[src/rtl/cpi_pkg.sv]
// Shared types and constants for the CPI global link-connection controller.
package cpi_pkg;

  localparam int unsigned CPI_EPOCH_ID_WIDTH = 10;

  localparam logic [15:0] CPI_TIMEOUT_DEFAULT = 16'd1024;

  typedef enum logic [1:0] {
    DISC = 2'd0,
    CONN = 2'd1,
    UP   = 2'd2,
    DCON = 2'd3
  } link_state_t;

endpackage

[src/rtl/cpi_link_ctrl_if.sv]
// CPI global channel between the agent (master) and the fabric (slave).
interface cpi_link_ctrl_if #(
  parameter int unsigned EPOCH_W = cpi_pkg::CPI_EPOCH_ID_WIDTH
);
  logic               txcon_req;
  logic               rxcon_ack;
  logic               rxdiscon_nack;
  logic               rx_empty;
  logic               fatal;
  logic               viral;
  logic [EPOCH_W-1:0] epoch_id;
  logic [EPOCH_W-1:0] epoch_commit;
  logic [EPOCH_W-1:0] epoch_reject;

  modport master (
    output txcon_req, fatal, viral, epoch_id, epoch_commit, epoch_reject,
    input  rxcon_ack, rxdiscon_nack, rx_empty
  );

  modport slave (
    input  txcon_req, fatal, viral, epoch_id, epoch_commit, epoch_reject,
    output rxcon_ack, rxdiscon_nack, rx_empty
  );
endinterface

[src/rtl/cpi_link_timer.sv]
// Saturating handshake timer with synchronous clear; expired when count reaches LIMIT-1.
module cpi_link_timer #(
  parameter int unsigned     W     = 16,
  parameter logic [W-1:0]    LIMIT = '0
) (
  input  logic clk,
  input  logic rst_n,
  input  logic clr,
  input  logic en,
  output logic expired
);

  logic [W-1:0] count_q, count_d;

  always_comb begin
    // NOTE: every always_comb output gets a default first so no latch is inferred.
    count_d = count_q;
    if (clr) begin
      count_d = '0;
    end else if (en && (count_q != '1)) begin
      count_d = count_q + W'(1);
    end
  end

  // NOTE: flops use <= so every register updates from pre-edge values.
  always_ff @(posedge clk or negedge rst_n) begin
    if (!rst_n) begin
      count_q <= '0;
    end else begin
      count_q <= count_d;
    end
  end

  // LIMIT == 0 disables the timeout altogether.
  assign expired = (LIMIT != '0) && (count_q == (LIMIT - W'(1)));

endmodule

[src/rtl/cpi_link_ctrl.sv]
// Agent-side CPI link-connection sequencer: connect/disconnect handshake,
// sticky fatal/viral flags and epoch bookkeeping for the A2F global channel.
module cpi_link_ctrl
  import cpi_pkg::*;
#(
  parameter int unsigned          EPOCH_W     = CPI_EPOCH_ID_WIDTH,
  parameter int unsigned          TIMEOUT_W   = 16,
  parameter logic [TIMEOUT_W-1:0] TIMEOUT_CYC = TIMEOUT_W'(CPI_TIMEOUT_DEFAULT)
) (
  input  logic            clk,
  input  logic            rst_n,
  input  logic            connect_req,
  input  logic            disconnect_req,
  input  logic            tx_idle,
  input  logic            err_fatal_in,
  input  logic            err_viral_in,
  input  logic            epoch_end,
  input  logic            epoch_ok,
  output logic [1:0]      link_state,
  output logic            link_up,
  cpi_link_ctrl_if.master cpi
);

  link_state_t        state_q, state_d;
  logic               txcon_req_q, txcon_req_d;
  logic               link_up_q, link_up_d;
  logic               fatal_q, fatal_d;
  logic               viral_q, viral_d;
  logic [EPOCH_W-1:0] epoch_id_q, epoch_id_d;
  logic [EPOCH_W-1:0] epoch_commit_q, epoch_commit_d;
  logic [EPOCH_W-1:0] epoch_reject_q, epoch_reject_d;
  logic               state_chg;
  logic               conn_expired;
  logic               dcon_expired;

  // Each handshake direction owns a timer that restarts on every state entry.
  assign state_chg = (state_d != state_q);

  cpi_link_timer #(.W(TIMEOUT_W), .LIMIT(TIMEOUT_CYC)) u_conn_timer (
    .clk     (clk),
    .rst_n   (rst_n),
    .clr     (state_chg),
    .en      (state_q == CONN),
    .expired (conn_expired)
  );

  cpi_link_timer #(.W(TIMEOUT_W), .LIMIT(TIMEOUT_CYC)) u_dcon_timer (
    .clk     (clk),
    .rst_n   (rst_n),
    .clr     (state_chg),
    .en      (state_q == DCON),
    .expired (dcon_expired)
  );

  always_comb begin
    state_d = state_q;
    fatal_d = fatal_q | err_fatal_in;
    viral_d = viral_q | err_viral_in;

    if (fatal_q) begin
      state_d = DISC;
    end else begin
      unique case (state_q)
        DISC: if (connect_req && !disconnect_req) state_d = CONN;
        CONN: begin
          if (cpi.rxcon_ack) begin
            state_d = UP;
          end else if (conn_expired) begin
            fatal_d = 1'b1;
            state_d = DISC;
          end
        end
        UP: begin
          // The fabric may only drop ack after we have asked to disconnect.
          if (!cpi.rxcon_ack) begin
            fatal_d = 1'b1;
            state_d = DISC;
          end else if (disconnect_req && tx_idle) begin
            state_d = DCON;
          end
        end
        DCON: begin
          if (cpi.rxdiscon_nack) begin
            state_d = UP;
          end else if (!cpi.rxcon_ack && cpi.rx_empty) begin
            state_d = DISC;
          end else if (dcon_expired) begin
            fatal_d = 1'b1;
            state_d = DISC;
          end
        end
        default: state_d = DISC;
      endcase
    end

    // Outputs are registered from the next state so they line up with state_q.
    txcon_req_d = (state_d == CONN) || (state_d == UP);
    link_up_d   = (state_d == UP);
  end

  always_comb begin
    epoch_id_d     = epoch_id_q;
    epoch_commit_d = epoch_commit_q;
    epoch_reject_d = epoch_reject_q;
    if ((state_q == UP) && epoch_end) begin
      if (epoch_ok) epoch_commit_d = epoch_id_q;
      else          epoch_reject_d = epoch_id_q;
      epoch_id_d = epoch_id_q + EPOCH_W'(1);
    end
  end

  always_ff @(posedge clk or negedge rst_n) begin
    if (!rst_n) begin
      state_q        <= DISC;
      txcon_req_q    <= 1'b0;
      link_up_q      <= 1'b0;
      fatal_q        <= 1'b0;
      viral_q        <= 1'b0;
      epoch_id_q     <= '0;
      epoch_commit_q <= '0;
      epoch_reject_q <= '0;
    end else begin
      state_q        <= state_d;
      txcon_req_q    <= txcon_req_d;
      link_up_q      <= link_up_d;
      fatal_q        <= fatal_d;
      viral_q        <= viral_d;
      epoch_id_q     <= epoch_id_d;
      epoch_commit_q <= epoch_commit_d;
      epoch_reject_q <= epoch_reject_d;
    end
  end

  assign link_state       = state_q;
  assign link_up          = link_up_q;
  assign cpi.txcon_req    = txcon_req_q;
  assign cpi.fatal        = fatal_q;
  assign cpi.viral        = viral_q;
  assign cpi.epoch_id     = epoch_id_q;
  assign cpi.epoch_commit = epoch_commit_q;
  assign cpi.epoch_reject = epoch_reject_q;

endmodule

[src/flat_wrapper.sv]
// flat-port wrapper written by rule: the top's interface ports become plain ports
module cpi_link_ctrl_flat import cpi_pkg::*;
#(
  parameter int unsigned          EPOCH_W     = CPI_EPOCH_ID_WIDTH,
  parameter int unsigned          TIMEOUT_W   = 16,
  parameter logic [TIMEOUT_W-1:0] TIMEOUT_CYC = TIMEOUT_W'(CPI_TIMEOUT_DEFAULT)
)
  (clk, rst_n, connect_req, disconnect_req, tx_idle, err_fatal_in, err_viral_in, epoch_end, epoch_ok, link_state, link_up, cpi_txcon_req, cpi_fatal, cpi_viral, cpi_epoch_id, cpi_epoch_commit, cpi_epoch_reject, cpi_rxcon_ack, cpi_rxdiscon_nack, cpi_rx_empty);
  cpi_link_ctrl_if #(.EPOCH_W(EPOCH_W)) cpi_i ();
  input  logic clk;
  input  logic rst_n;
  input  logic connect_req;
  input  logic disconnect_req;
  input  logic tx_idle;
  input  logic err_fatal_in;
  input  logic err_viral_in;
  input  logic epoch_end;
  input  logic epoch_ok;
  output logic [1:0] link_state;
  output logic link_up;
  output wire logic [$bits(cpi_i.txcon_req)-1:0] cpi_txcon_req;
  output wire logic [$bits(cpi_i.fatal)-1:0] cpi_fatal;
  output wire logic [$bits(cpi_i.viral)-1:0] cpi_viral;
  output wire logic [$bits(cpi_i.epoch_id)-1:0] cpi_epoch_id;
  output wire logic [$bits(cpi_i.epoch_commit)-1:0] cpi_epoch_commit;
  output wire logic [$bits(cpi_i.epoch_reject)-1:0] cpi_epoch_reject;
  input wire logic [$bits(cpi_i.rxcon_ack)-1:0] cpi_rxcon_ack;
  input wire logic [$bits(cpi_i.rxdiscon_nack)-1:0] cpi_rxdiscon_nack;
  input wire logic [$bits(cpi_i.rx_empty)-1:0] cpi_rx_empty;
  assign cpi_txcon_req = cpi_i.txcon_req;
  assign cpi_fatal = cpi_i.fatal;
  assign cpi_viral = cpi_i.viral;
  assign cpi_epoch_id = cpi_i.epoch_id;
  assign cpi_epoch_commit = cpi_i.epoch_commit;
  assign cpi_epoch_reject = cpi_i.epoch_reject;
  assign cpi_i.rxcon_ack = cpi_rxcon_ack;
  assign cpi_i.rxdiscon_nack = cpi_rxdiscon_nack;
  assign cpi_i.rx_empty = cpi_rx_empty;
  cpi_link_ctrl #(.EPOCH_W(EPOCH_W), .TIMEOUT_W(TIMEOUT_W), .TIMEOUT_CYC(TIMEOUT_CYC)) u_core (.clk(clk), .rst_n(rst_n), .connect_req(connect_req), .disconnect_req(disconnect_req), .tx_idle(tx_idle), .err_fatal_in(err_fatal_in), .err_viral_in(err_viral_in), .epoch_end(epoch_end), .epoch_ok(epoch_ok), .link_state(link_state), .link_up(link_up), .cpi(cpi_i));
endmodule
[config.mk]
export PLATFORM = sky130hd
export DESIGN_NAME = cpi_link_ctrl_flat
export DESIGN_NICKNAME = d
export VERILOG_FILES = /design/src/rtl/cpi_pkg.sv /design/src/rtl/cpi_link_ctrl_if.sv /design/src/rtl/cpi_link_timer.sv /design/src/rtl/cpi_link_ctrl.sv /design/src/flat_wrapper.sv
export SDC_FILE = /design/constraint.sdc
export NUM_CORES = 1
export LEC_CHECK = 0
export ABC_AREA = 0
export CORE_MARGIN = 1.5
export CORE_UTILIZATION = 49
export DETAILED_ROUTE_END_ITERATION = 10
export PLACE_DENSITY = 0.75
export REMOVE_ABC_BUFFERS = 1
export SYNTH_ARGS = -nofsm -noshare
export SYNTH_HDL_FRONTEND = slang
export SYNTH_SLANG_ARGS = --single-unit
export TNS_END_PERCENT = 20
[constraint.sdc]
create_clock -name clk -period 2.2 [get_ports clk]
set_input_delay 0.44 -clock clk [delete_from_list [all_inputs] [get_ports clk]]
set_output_delay 0.44 -clock clk [all_outputs]
set_load 0.01 [all_outputs]
After elaboration in Yosys (flattened, before gate mapping)
Index checks and enable logic that the tools add are counted.
{ "word_totals": {"reg_bits": 68, "inputBits": 12, "out_inout_bits": 36, "elab_cells": 62} }
{ "op_classes": {"addsub": 3, "eq_ne": 10, "n_mux": 22, "n_bitwise": 3, "reduce_logical": 14} }
{ "ops": {"columns": ["op", "n"], "rows": [
  ["2-to-1 mux 16 bit", 4],
  ["adder 16 x 1 -> 16 bit (second input constant)", 2],
  ["equality test 16 x 10 -> 1 bit (second input constant)", 2],
  ["!= test 16 bit (second input constant)", 2],
  ["2-to-1 mux 2 bit", 9],
  ["adder 10 x 1 -> 10 bit (second input constant)", 1],
  ["one-hot mux 2 bit (4 select lines)", 1],
  ["2-to-1 mux 1 bit", 7],
  ["equality test 2 bit (second input constant)", 3],
  ["logical AND 1 bit", 6],
  ["equality test 2 x 1 -> 1 bit (second input constant)", 2],
  ["AND reduction 2 bit", 2],
  ["nonzero test 2 bit", 2],
  ["one-hot mux 1 bit (3 select lines)", 1],
  ["logical NOT 1 bit", 2],
  ["logical NOT 2 bit", 1],
  ["!= test 2 bit", 1],
  ["bitwise OR 1 bit", 2],
  ["logical OR 1 bit", 1],
  ["inverter 1 bit", 1]
]} }

Logic depth before layout (Yosys ltp)
{ "logic_depth": {"depth_word": 8, "ltp_mapped": 8, "ltp_nobuf": 8} }

Hierarchy
From an unflattened synthesis, not the netlist that was laid out.
{ "unflattened": {"hier_cells": 316, "hier_area_um2": 3545.9} }
{ "modules_own_cells": {"columns": ["module", "instances", "cells_each", "area_per_inst_um2"], "rows": [
  ["cpi_link_timer", 2, 97, 960.9],
  ["cpi_link_ctrl", 1, 122, 1624.1]
]} }

Worst setup path after synthesis
Ideal clock, no wire load.
{ "synth_path": {"path_kind": "flip-flop to flip-flop", "start": "reg u_core.u_dcon_timer.count_q[10]", "end": "reg u_core.u_dcon_timer.count_q[14]", "setup_ns": 0.134, "arrival_ns": 2.153, "required_time_ns": 2.066, "slack_ns": -0.087, "stages_incl_launch_ff": 7, "n_path_buf": 1, "cell_sequence": "dfrtp_1 > or4_1 > or4_4 > o31ai_1 > a32o_2 > buf_6 > a21oi_1"} }
{ "synth_between": {"elab_chain_len": 8, "elab_cells_between_ends": 13, "classes_between": "add/sub: 1; eq/ne: 3; mux: 7; reduce/logical: 2"} }
{ "synth_rtl": {"columns": ["element", "line_no", "rtl"], "rows": [
  ["start: declaration", "cpi_link_timer.sv:13", "logic [W-1:0] count_q, count_d;"],
  ["start signal: assignment", "cpi_link_timer.sv:30", "count_q <= count_d;"],
  ["equality test 16 x 10 -> 1 bit", "cpi_link_timer.sv:35", "assign expired = (LIMIT != '0) && (count_q == (LIMIT - W'(1)));"],
  ["2-to-1 mux 2 bit", "cpi_link_ctrl.sv:87", "end else if (dcon_expired) begin"],
  ["2-to-1 mux 2 bit", "cpi_link_ctrl.sv:85", "end else if (!cpi.rxcon_ack && cpi.rx_empty) begin"],
  ["2-to-1 mux 2 bit", "cpi_link_ctrl.sv:83", "if (cpi.rxdiscon_nack) begin"],
  ["one-hot mux 2 bit (4 select lines)", "cpi_link_ctrl.sv:63", "unique case (state_q)"],
  ["2-to-1 mux 2 bit", "cpi_link_ctrl.sv:60", "if (fatal_q) begin"],
  ["!= test 2 bit", "cpi_link_ctrl.sv:37", "assign state_chg = (state_d != state_q);"],
  ["2-to-1 mux 16 bit / nonzero test 2 bit (equally long branches)", null, null]
]} }
Parallel ways exist; a longest one is shown, timed or not. The select of a mux whose other input is x is not followed.
A chain may end at the register's enable or synchronous reset.

Final worst setup path
{ "layout_path": {"start": "reg u_core.u_dcon_timer.count_q[10]", "end": "reg u_core.u_conn_timer.count_q[12]"} }
{ "layout_between": {"elab_chain_len": 8, "elab_cells_between_ends": 9, "classes_between": "eq/ne: 2; mux: 6; reduce/logical: 1"} }
{ "layout_rtl": {"columns": ["element", "line_no"], "rows": [
  ["equality test 16 x 10 -> 1 bit *", "cpi_link_timer.sv:35"],
  ["2-to-1 mux 2 bit *", "cpi_link_ctrl.sv:87"],
  ["2-to-1 mux 2 bit *", "cpi_link_ctrl.sv:85"],
  ["2-to-1 mux 2 bit *", "cpi_link_ctrl.sv:83"],
  ["one-hot mux 2 bit (4 select lines) *", "cpi_link_ctrl.sv:63"],
  ["2-to-1 mux 2 bit *", "cpi_link_ctrl.sv:60"],
  ["!= test 2 bit *", "cpi_link_ctrl.sv:37"],
  ["2-to-1 mux 16 bit / nonzero test 2 bit (equally long branches)", null],
  ["end signal: assignment", "cpi_link_timer.sv:30"],
  ["end: declaration", "cpi_link_timer.sv:13"]
]} }
Mark *: on every way between the ends. The rest lies on a longest branch, timed or not.

==> flow_summary.json <==
{
  "failed_checks": "negative setup slack",
  "ctsRootBufferMaster": "clkbuf_8",
  "total_power_mw": 2.47,
  "post-route-min-period_ns": 2.23,
  "yosysTopAreaCell": "dfrtp_1",
  "min_path_type": "in2async",
  "skew_ns": 0.00996,
  "synth_common_cells": "dfrtp_1, nor2_1, xnor2_1",
  "cp.arrival_ns": 2.46,
  "core_area_um2": 6390,
  "worstRegToRegCells": 7,
  "reg2reg_to": "u_core.u_conn_timer.count_q[12]",
  "yosysMostFrequentCell": "dfrtp_1",
  "area_delta_synth_final_pct": 32.9,
  "chipWidth_um": 84.7,
  "synthFlopType": "dfrtp_1",
  "internal_power_mw": 1.92,
  "worstReg2RegStart": "u_core.u_dcon_timer.count_q[10]",
  "async_reset_ff_share_pct": 100,
  "grt_overflow": 0,
  "htree_levels": 3,
  "pre_cts_ws_ns": -0.165,
  "hold_slack_ns": 0.410,
  "power_density_nw_per_um2": 569,
  "netSwitchingFraction_pct": 22.2,
  "avgSynthCellArea_um2": 10.6,
  "p_sw_mw": 0.549,
  "fp.dieH_um": 84.7,
  "cts_tree": "built",
  "synth_area_leaders": "dfrtp_1, xnor2_1, mux2_2",
  "drt_iter0_markers": 115,
  "drt-pass1-iter-count": 4,
  "routedWlPerCell_um": 15.0,
  "max-cap-violations": 0,
  "grt_pass1_vias": 2595,
  "top_layer_used": "met4",
  "vias": 2623,
  "worstMarginPinSlew_ns": 0.486,
  "globalRouteTotalUtil_pct": 20.6,
  "clock_path_buffers": 2,
  "p_leak_nw": 1.90,
  "start_util_pct": 51.2,
  "fmax_mhz": 448,
  "netlist_instances": 310,
  "cts_sinks": 68,
  "rsz0062_at_grt": "true",
  "num_rows": 29,
  "pwr-share-clk_pct": 46.8,
  "slew_headroom_pct": 66.8,
  "crit_type": "reg2reg",
  "fill_cells": 483,
  "hold_viol_final": 0,
  "synth-edff-count": 0,
  "ant_nets": 0,
  "required_ns": 2.43,
  "status": "finished with violations",
  "crit_path_max_fanout": 8,
  "grt_max_degree": 39,
  "synth_cell_types": 41,
  "die_area_um2": 7180,
  "setup_slack_ns": -0.0319,
  "wl_met1_um": 3210,
  "wl_met3_um": 257,
  "path_clk_slew_ns": 0.07,
  "cp-start-kind": "flip-flop",
  "final_cells": 469,
  "grt_pass1_wl_um": 11900,
  "crit_path_end_kind": "flip-flop",
  "layout-drive-gt1-share_pct": 19.9,
  "setup_tns_ns": -0.228,
  "via_per_inst": 5.59,
  "synth-seq-cells": 68,
  "hpwl_um": 4720,
  "dp.cells": 446,
  "antenna_found_initial": 0,
  "yosys_warnings": 0,
  "antenna_cells": 0,
  "gp_congestion": 0.879,
  "port_buffers": 47,
  "cts_made_buffers": 9,
  "route.detailed.drc": 0,
  "layout.nets": 403,
  "p_seq_share_pct": 50.8,
  "r2r_slack_ns": -0.03,
  "p_comb_share_pct": 2.5,
  "peakVddDrop_mv": 0.441,
  "wl_met2_um": 3480,
  "ys_seq_area_share_pct": 52.0,
  "routed_wl_um": 7030,
  "netlist_area_um2": 3270,
  "synth_top_area_share_pct": 52.0,
  "clk_latency_ns": 0.34,
  "final-max-slew-violation-count": 0,
  "design.portCount": 48,
  "min_period_over_period_pct": 101,
  "setup-violations-final": 15
}
flip-flops by register name, indices dropped and copies added (netlist names):
name                         flops
u_core.cpi.epoch_commit         10
u_core.cpi.epoch_id             10
u_core.cpi.epoch_reject         10
u_core.cpi.fatal                 1
u_core.cpi.txcon_req             1
u_core.cpi.viral                 1
u_core.link_state                2
u_core.link_up                   1
u_core.u_conn_timer.count_q     16
u_core.u_dcon_timer.count_q     16
cell type report:
type / count / area (um^2) / area share [%]
tap: 77 / 96.3 / 2.22
clock inverter: 7 / 98.8 / 2.27
clock buffer: 9 / 124 / 2.85
inverter: 7 / 26.3 / 0.604
multi-input combinational: 226 / 1550 / 35.7
sequential: 68 / 1700 / 39.1
timing repair buffer: 75 / 749 / 17.2
cells in the final DEF (no fill, tap or decap), drive strengths merged, types with 6 or more instances in the layout:
master,instances
a21oi,13
clkdlybuf4s50,46
xnor2,29
nor2,37
o21ai,6
nand3,18
buf,26
nor3,12
nand4,9
and3,6
inv,9
xor2,6
a211oi,6
dfrtp,68
clkbuf,11
nor4,11
nand2,20
mux2,20
logic make-up (layout without fill, tap and decap cells):
| logic type | after synthesis | in the layout | share of synthesized area, % |
|---|---|---|---|
| AND/OR/NAND/NOR | 132 | 132 | 20.7 |
| flip-flops | 68 | 68 | 52.0 |
| XOR/XNOR | 35 | 35 | 9.37 |
| AO/OA/AOI/OAI | 33 | 33 | 6.35 |
| multiplexers | 22 | 22 | 7.50 |
| buffers and inverters | 16 | 98 | 2.56 |
| adder cells (fa/ha/maj) | 4 | 4 | 1.53 |
metal layers:
layer | vias up | global-route usage, %
li1 | 1266 | -
met1 | 1281 | 26.9
met2 | 66 | 34.5
met3 | 10 | 3.24
met4 | 0 | 8.36
met5 | - | 0
worst max path at each step:
stage / start / end / depth (start not counted)
floorplan: u_core.u_dcon_timer.count_q[10] / u_core.u_conn_timer.count_q[12] / 5
global placement: u_core.u_dcon_timer.count_q[10] / u_core.cpi.txcon_req / 7
global route: u_core.u_dcon_timer.count_q[10] / u_core.u_dcon_timer.count_q[7] / 7
CTS: u_core.u_dcon_timer.count_q[10] / u_core.u_conn_timer.count_q[11] / 7
detailed placement: u_core.u_dcon_timer.count_q[10] / u_core.cpi.txcon_req / 7
finish: u_core.u_dcon_timer.count_q[10] / u_core.u_conn_timer.count_q[12] / 7
per-stage QoR:
step | cell area (um^2) | util (%)
floorplan | 3210 | -
global placement | 3950 | 61.8
detailed placement | 3950 | 61.8
CTS | 4240 | 66.3
global route | 4350 | 68.1
finish | 4350 | 68.1
what timing repair did:
item | CTS | global route
hold buffers | 1 | 0
endpoints found under the setup margin | 34 | 34
endpoints found under the hold margin | 1 | 0
pin swaps | 2 | 6
cloned | 1 | 2
buffers inserted | 2 | 1
resized for setup | 4 | 14
worst max-delay path: stages (launching register included):
cell and delay (ns):
dfrtp_1 0.37, or4_1 0.51, or4_4 0.45, o31ai_4 0.20, a32o_2 0.24, buf_4 0.15, clkbuf_16 0.15, nor3_1 0.05
power by group through the flow:
stage                     Sequential [mW]  Combinational [mW]  Clock, mW
after floorplan                      1.28             0.00896          0
after global placement               1.28              0.0601          0
after detailed placement             1.28              0.0615          0
after CTS                            1.25              0.0632       1.17
after global routing                 1.26              0.0709       1.22
final                                1.25              0.0612       1.16
(Power assumes the default switching activity.)
